--- config.mk ---
export PLATFORM = sky130hd
export DESIGN_NAME = percept_ctrl
export DESIGN_NICKNAME = d
export VERILOG_FILES = /design/src/rtl/percept_ctrl_pkg.sv /design/src/rtl/percept_ctrl_txser.sv /design/src/rtl/percept_ctrl.sv
export SDC_FILE = /design/constraint.sdc
export NUM_CORES = 1
export LEC_CHECK = 0
export BUFFER_PORTS_ARGS = -buffer_cell sky130_fd_sc_hd__buf_2
export CORE_ASPECT_RATIO = 1.5
export CORE_MARGIN = 2
export CORE_UTILIZATION = 58
export CTS_BUF_LIST = sky130_fd_sc_hd__clkbuf_4
export DETAILED_ROUTE_END_ITERATION = 7
export HOLD_SLACK_MARGIN = 0.12
export PLACE_DENSITY = 0.87
export RECOVER_POWER = 50
export SYNTH_ARGS = -nofsm -noshare
export SYNTH_HDL_FRONTEND = slang
export SYNTH_SLANG_ARGS = --single-unit
--- constraint.sdc ---
create_clock -name clk -period 3.8 [get_ports clk]
set_clock_uncertainty 0.05 [all_clocks]
set_input_delay 0.38 -clock clk [delete_from_list [all_inputs] [get_ports clk]]
set_output_delay 0.38 -clock clk [all_outputs]
set_load 0.005 [all_outputs]
--- src/rtl/percept_ctrl_pkg.sv ---
// percept_ctrl_pkg: opcodes and FSM states shared by the controller and its bench.
package percept_ctrl_pkg;
    localparam logic [7:0] OP_LOAD = 8'h01;
    localparam logic [7:0] OP_MAC  = 8'h02;
    localparam logic [7:0] OP_READ = 8'h03;
    typedef enum logic [2:0] {
        IDLE, LOAD_BYTES, LOAD_PUSH, MAC_WAIT, READ_REQ, READ_CAP, TX_SEND, TX_WAIT
    } state_t;
endpackage

--- src/rtl/percept_ctrl_txser.sv ---
// percept_ctrl_txser: MSB-first byte serialiser with busy_tx handshake for the TX_SEND/TX_WAIT states.
module percept_ctrl_txser #(
    parameter int DATA_W = 16
) (
    input  logic              clk,
    input  logic              rst,
    input  logic              load,
    input  logic [DATA_W-1:0] word,
    input  logic              sending,
    input  logic              waiting,
    input  logic              busy_tx,
    output logic              fire,
    output logic              fin,
    output logic              done,
    output logic              transmit,
    output logic [7:0]        data_tx
);
    localparam int NB = DATA_W / 8;
    localparam int LW = $clog2(NB + 1);
    logic [DATA_W-1:0] sh;
    logic [LW-1:0]     left;
    logic              ign;
    // the cycle right after a send still shows the previous busy_tx, so it is skipped
    assign fire = sending && !busy_tx;
    assign fin  = waiting && !ign && !busy_tx;
    assign done = fin && left == '0;
    always_ff @(posedge clk) begin
        if (rst) begin
            sh       <= '0;
            left     <= '0;
            ign      <= 1'b0;
            transmit <= 1'b0;
            data_tx  <= '0;
        end else begin
            transmit <= fire;
            ign      <= fire;
            if (load) begin
                sh   <= word;
                left <= LW'(NB);
            end else if (fire) begin
                data_tx <= sh[DATA_W-1 -: 8];
                sh      <= sh << 8;
                left    <= left - 1'b1;
            end
        end
    end
endmodule

--- src/rtl/percept_ctrl.sv ---
// percept_ctrl: UART byte command parser driving the percept datapath (LOAD / MAC / READ).
// Optional inter-byte load timeout enabled by defining PCTRL_TIMEOUT_EN.
module percept_ctrl
    import percept_ctrl_pkg::*;
#(
    parameter int DATA_W     = 16,
    parameter int MAC_CYCLES = 4
`ifdef PCTRL_TIMEOUT_EN
    , parameter int TIMEOUT_CYCLES = 1000000
`endif
) (
    input  logic              clk,
    input  logic              nRst,
    input  logic              recieved,
    input  logic [7:0]        data_rx,
    input  logic              busy_tx,
    output logic              transmit,
    output logic [7:0]        data_tx,
    output logic              shift_in,
    output logic [DATA_W-1:0] data_in,
    output logic              mul_and_acc,
    output logic              shift_out,
    input  logic [DATA_W-1:0] data_out,
    output logic              busy,
    output logic              err
);
    localparam int NB = DATA_W / 8;
    localparam int CW = $clog2((MAC_CYCLES > NB ? MAC_CYCLES : NB) + 1);
    state_t            state;
    logic [CW-1:0]     cnt;
    logic [DATA_W-1:0] asm_q;
    logic              fire, fin, done;
`ifdef PCTRL_TIMEOUT_EN
    logic [31:0]       to;
`endif
    assign busy = state != IDLE;
    percept_ctrl_txser #(.DATA_W(DATA_W)) u_txser (
        .clk(clk), .rst(nRst), .load(state == READ_CAP), .word(data_out),
        .sending(state == TX_SEND), .waiting(state == TX_WAIT), .busy_tx(busy_tx),
        .fire(fire), .fin(fin), .done(done), .transmit(transmit), .data_tx(data_tx)
    );
    always_ff @(posedge clk) begin
        if (nRst) begin
            state       <= IDLE;
            cnt         <= '0;
            asm_q       <= '0;
            data_in     <= '0;
            shift_in    <= 1'b0;
            mul_and_acc <= 1'b0;
            shift_out   <= 1'b0;
            err         <= 1'b0;
`ifdef PCTRL_TIMEOUT_EN
            to          <= '0;
`endif
        end else begin
            shift_in    <= 1'b0;
            mul_and_acc <= 1'b0;
            shift_out   <= 1'b0;
            case (state)
                IDLE: begin
                    cnt <= '0;
`ifdef PCTRL_TIMEOUT_EN
                    to  <= '0;
`endif
                    if (recieved) begin
                        state       <= data_rx == OP_LOAD ? LOAD_BYTES :
                                       data_rx == OP_MAC  ? MAC_WAIT   :
                                       data_rx == OP_READ ? READ_REQ   : IDLE;
                        mul_and_acc <= data_rx == OP_MAC;
                        shift_out   <= data_rx == OP_READ;
                        err         <= err || !(data_rx inside {OP_LOAD, OP_MAC, OP_READ});
                    end
                end
                LOAD_BYTES: begin
`ifdef PCTRL_TIMEOUT_EN
                    to <= recieved ? '0 : to + 1'b1;
`endif
                    if (recieved) begin
                        asm_q <= DATA_W'({asm_q, data_rx});
                        cnt   <= cnt + 1'b1;
                        if (cnt == CW'(NB - 1)) begin
                            data_in  <= DATA_W'({asm_q, data_rx});
                            shift_in <= 1'b1;
                            state    <= LOAD_PUSH;
                        end
                    end
`ifdef PCTRL_TIMEOUT_EN
                    else if (to == 32'(TIMEOUT_CYCLES - 1)) begin
                        state <= IDLE;
                        err   <= 1'b1;
                    end
`endif
                end
                LOAD_PUSH: state <= IDLE;
                MAC_WAIT: begin
                    cnt   <= cnt + 1'b1;
                    state <= cnt == CW'(MAC_CYCLES - 1) ? IDLE : MAC_WAIT;
                end
                READ_REQ: state <= READ_CAP;
                READ_CAP: state <= TX_SEND;
                TX_SEND:  state <= fire ? TX_WAIT : TX_SEND;
                TX_WAIT:  state <= !fin ? TX_WAIT : done ? IDLE : TX_SEND;
            endcase
            // any byte outside IDLE/LOAD_BYTES is dropped
            if (recieved && state != IDLE && state != LOAD_BYTES)
                err <= 1'b1;
        end
    end
endmodule

Yosys cells after proc, flatten, opt, wreduce, memory -nomap -nowiden

Index checks and enable logic that the tools add are counted.

$add $sub $neg: 2
Equality and inequality tests: 16
Muxes and demuxes: 21
Bitwise operators: 4
Reduce and logical (&&, ||, !) cells: 27

Operator list:

| kind                                                  | count |
|---|---|
| two-way mux 16 bit                                    | 2 |
| two-way mux 3 bit                                     | 9 |
| case mux 3 bit (8 select lines)                       | 1 |
| == test 8 x 2 -> 1 bit, second input constant         | 2 |
| == test 3 bit, second input constant                  | 4 |
| == test 3 x 2 -> 1 bit, second input constant         | 3 |
| case mux 3 bit (3 select lines)                       | 1 |
| nonzero test 3 bit                                    | 3 |
| == test 8 x 1 -> 1 bit, second input constant         | 1 |
| AND reduction 2 bit                                   | 4 |
| == test 3 x 1 -> 1 bit, second input constant         | 2 |
| logical AND 1 bit                                     | 6 |
| two-way mux 2 bit                                     | 3 |
| inequality test 2 bit, second input constant          | 3 |
| AND reduction 3 bit                                   | 2 |
| nonzero test 2 bit                                    | 3 |
| OR reduction 3 bit                                    | 2 |
| two-way mux 1 bit                                     | 5 |
| inverter 1 bit                                        | 4 |
| adder 3 x 1 -> 3 bit, second input constant           | 1 |
| zero test 1 bit                                       | 3 |
| zero test 3 bit                                       | 1 |
| inequality test 3 x 1 -> 1 bit, second input constant | 1 |
| zero test 2 bit                                       | 1 |
| other kinds (3)                                       | 3 |

Bits in registers: 61
Input port bits: 28
Output and inout port bits: 30

Depth between registers and ports, before layout

Word-level depth: 7
Mapped depth: 7
Depth with buffers taken out: 6

Cells and area by module

Synthesis repeated with hierarchy kept, for this count alone.

Cells, all modules: 306
Area total of the unflattened synthesis: 2705.1 sq um

Modules (own cells, without submodules):

| module             | times used | cells an instance | area each (sq um) | seq. area each (sq um) |
|---|---|---|---|---|
| percept_ctrl       | 1          | 173               | 1572.8            | 680.7 |
| percept_ctrl_txser | 1          | 133               | 1132.3            | 540.5 |

Worst setup path after synthesis

OpenSTA, ideal clock, no wires.

Kind: in2reg
Start: in data_rx[4]
End: reg err
Setup time: 117 ps
Arrival time: 1362 ps
Required time: 3633 ps
Path slack: 2271 ps
Stages on the path: 4
Path buffers: 0
Cell sequence: or4_4 -> nor4_4 -> o21ai_1 -> a22o_1

Word-level cells in the longest chain between the ends: 7

Ends and longest elaborated chain:

| what                                                             | line                | source |
|---|---|---|
| from (decl)                                                      | percept_ctrl.sv:15  | `input logic [7:0] data_rx,` |
| == test 8 x 1 -> 1 bit or == test 8 x 2 -> 1 bit (tied branches) | percept_ctrl.sv:71  | `err <= err \|\| !(data_rx inside {OP_LOAD, OP_MAC, OP_READ});` |
| nonzero test 3 bit (*)                                           | percept_ctrl.sv:71  |  |
| zero test 1 bit (*)                                              | percept_ctrl.sv:71  |  |
| logical OR 1 bit (*)                                             | percept_ctrl.sv:71  |  |
| two-way mux 1 bit (*)                                            | percept_ctrl.sv:65  | `if (recieved) begin` |
| two-way mux 1 bit (*)                                            | percept_ctrl.sv:59  | `case (state)` |
| two-way mux 1 bit (*)                                            | percept_ctrl.sv:105 | `if (recieved && state != IDLE && state != LOAD_BYTES)` |
| to (signal assigned)                                             | percept_ctrl.sv:71  |  |
| to (decl)                                                        | percept_ctrl.sv:25  | `output logic err` |

Every way passes the cells marked *; elsewhere a longest branch is shown, timed or not. The select of a mux whose other input is x is not followed.
A chain may end at the register's enable or synchronous reset.

Worst setup path after layout

Start: reg state[2]
End: reg u_txser.sh[4]

Word-level cells in the longest chain between the ends: 3

Ends and longest elaborated chain:

| what                         | line                     | source |
|---|---|---|
| from (decl)                  | percept_ctrl.sv:29       | `state_t state;` |
| from (signal assigned)       | percept_ctrl.sv:66       | `state <= data_rx == OP_LOAD ? LOAD_BYTES :` |
| from (signal assigned)       | percept_ctrl.sv:97       | `state <= cnt == CW'(MAC_CYCLES - 1) ? IDLE : MAC_WAIT;` |
| from (signal assigned)       | percept_ctrl.sv:101      | `TX_SEND: state <= fire ? TX_WAIT : TX_SEND;` |
| == test 3 bit                | percept_ctrl.sv:39       | `.sending(state == TX_SEND), .waiting(state == TX_WAIT), .busy_tx(busy_tx),` |
| logical AND 1 bit            | percept_ctrl_txser.sv:24 | `assign fire = sending && !busy_tx;` |
| nonzero test 2 bit (no line) | n/a                      |  |
| to (signal assigned)         | percept_ctrl_txser.sv:38 | `sh <= word;` |
| to (signal assigned)         | percept_ctrl_txser.sv:42 | `sh <= sh << 8;` |
| to (decl)                    | percept_ctrl_txser.sv:20 | `logic [DATA_W-1:0] sh;` |

Parallel ways exist; a longest one is shown, timed or not.

==> out/qor.yml <==
finish:
  most-common-layout-cells: "dfxtp_1, buf_2, nand2_1, nor2_1, a21oi_1"
  area_growth_pct: 13.4
  final_common_cell: "dfxtp_1"
  multi_input_area_mm2: 0.00109
  finalNetCount: 352
  diodes: 0
  fin_cells: 370
  regArea_mm2: 0.00122
  fillers: 347
  final_area_mm2: 0.00280
  drive_gt1_frac: 0.204
worst_setup_path:
  end_kind: "flip-flop"
  path_buf_inv: 0
  cp_num_cells: 4
  cp.arrival_ns: 2.41
  path_cells: "nor4bb_4 -> nor2_8 -> a22oi_1 -> nor2_1"
  crit_family: "simple AND/OR/NAND/NOR gates"
  crit_fanout: 19
  slowest_stage: "nor4bb_4"
  worstSetupPathType: "reg2reg"
  max_stage_delay_ns: 1.04
  cp.required_ns: 4.02
  reg2reg_depth: 4
  startpoint_type: "flip-flop"
sta:
  setup-violations-final: 0
  finalCriticalPeriod_ns: 2.19
  drv_slew: 0
  final.setup.tns_ns: 0
  fin_crit_sh: 0.575
  max-slew-margin-rel: 0.268
  max_freq_mhz: 458
  hold_viol: 0
  tightest_slew_ns: 1.10
  rsz0062_at_grt: "false"
place:
  dp_cells: 355
  place_hpwl_um: 3540
  gp_congestion: 0.813
  io_buffers: 57
  place_area_mm2: 0.00272
global_route:
  grt_pass1_wl_um: 8330
  antenna_found_initial: 0
  grt_use_total: 0.222
  grt_max_degree: 45
  grt_pass1_vias: 1894
  grt.overflow.total: 0
synth:
  ys_seq_elements: 61
  yosysSeqAreaShare: 0.494
  synth_area_mm2: 0.00247
  ys_types: 42
  synth_edf_count: 0
  yosys_warnings: 0
  avgSynthCellArea_um2: 9.16
  syn-num-nets: 302
  ys_async_sr_fraction: 0
  synth_flop_cell: "dfxtp_1"
  syn_inst: 270
die:
  core_area_mm2: 0.00417
  die_x_um: 57.3
  rows: 29
  ioPinCount: 58
  initial_core_util: 0.593
  die_h_um: 84.0
  dieArea_mm2: 0.00481
drt:
  first_pass_iters: 4
  totalWireLength_um: 4850
  drc: 0
  vias: 2025
  drtAntennaViolNets: 0
  drt-vias-per-instance: 5.47
  drt_first_iter_violations: 90
  wl_per_cell_um: 13.1
clock_network:
  cts.sinks: 61
  cts-root-buf: "clkbuf_4"
  cts_tree: "yes"
  path_clk_slew_ns: 0.09
  clock_latency_ns: 0.39
  clockBufferDepth: 2
  cts_resized: 0
  htree_levels: 3
  cts_setup_buffers: 0
  cts_hold_buffers: 0
  cts_buffers: 9
job:
  drv_cap: 0
power:
  power_density_mw_per_mm2: 405
  total_leakage_power_uw: 0.00123
  ir_drop_mv: 0.321
hold_path:
  hold_depth: 3
  hold_class: "in2reg"
outcome:
  outcome: "completed"
## layer usage
metal | wire length [um] | vias up | track usage
met5 | 0 | - | 0
met4 | 81 | 0 | 0.104
met3 | 306 | 10 | 0.0589
met2 | 2570 | 72 | 0.381
met1 | 1890 | 919 | 0.250
li1 | - | 1024 | -
## worst paths after layout
path	startpoint	to	slack, ns
setup / recovery	state[2]	u_txser.sh[4]	1.61
hold / removal	data_out[0]	u_txser.sh[0]	0.18
setup reg to reg	state[2]	u_txser.sh[4]	1.61
hold reg to reg	u_txser.data_tx[4]	u_txser.data_tx[4]	0.41
## cells in the mapped netlist, types with 2 or more instances
library cell  instances  area share
a21oi_1              25       0.051
a221oi_1              2      0.0071
a22oi_1              16       0.049
buf_2                 4      0.0081
buf_4                 4       0.012
buf_6                 2      0.0091
clkbuf_1              8       0.012
dfxtp_1              61        0.49
ha_1                  4       0.020
inv_1                 8       0.012
mux2i_1              19       0.077
nand2_1              42       0.064
nand2b_1              2      0.0051
nand3_1               2      0.0040
nor2_1               38       0.058
nor2b_1               3      0.0076
nor3_1                2      0.0040
nor3_2                2      0.0081
nor3b_1               2      0.0061
o21ai_0               2      0.0040
## registers in the layout (all words and copies together) (netlist names)
register,count
data_in,16
u_txser.sh,16
asm_q,8
u_txser.data_tx,8
cnt,3
state,3
u_txser.left,2
err,1
mul_and_acc,1
shift_in,1
shift_out,1
u_txser.transmit,1
## power by group
group	leakage [uW]	internal, uW	switching, uW	total, uW
clock	0.0000751	191	219	410
sequential	0.000492	647	9.11	656
combinational	0.000660	30.4	39.7	70.1
total	0.00123	869	267	1140
## stage by stage
step	hold slack (ns)	power (uW)	util	setup slack [ns]
detailed placement	0.397	745	0.652	1.62
global placement	0.392	743	0.652	1.69
finish	0.185	1140	0.672	1.61
CTS	0.161	1150	0.681	1.60
floorplan	0.382	715	-	2.27
global route	0.177	1190	0.672	1.35
## tightest hold or removal path: cells and delay by family
family,cells,cell delay (ns)
and+or+nand+nor,1,0.08
buffers and inverters,1,0.07
AOI/OAI and AO/OA,1,0.07
## cell type report
type / instances / area share
Multi-Input combinational cell: 182 / 0.390
Tap cell: 46 / 0.0205
Timing Repair Buffer: 58 / 0.0991
Clock buffer: 9 / 0.0241
Clock inverter: 6 / 0.0196
Inverter: 8 / 0.0107
Sequential cell: 61 / 0.436
## cell families (layout without fill, tap and decap cells)
family                     after synthesis  count (layout)  share of synthesized area
adders and majority gates                4               4                     0.0202
AOI/OAI and AO/OA                       52              52                      0.133
xor gates and xnor gates                 2               2                    0.00709
and+or+nand+nor                        105             105                      0.210
muxes                                   19              19                     0.0769
buffers and inverters                   27              81                     0.0597
DFF                                     61              61                      0.494
No activity file was read; power rests on OpenSTA's default activity.
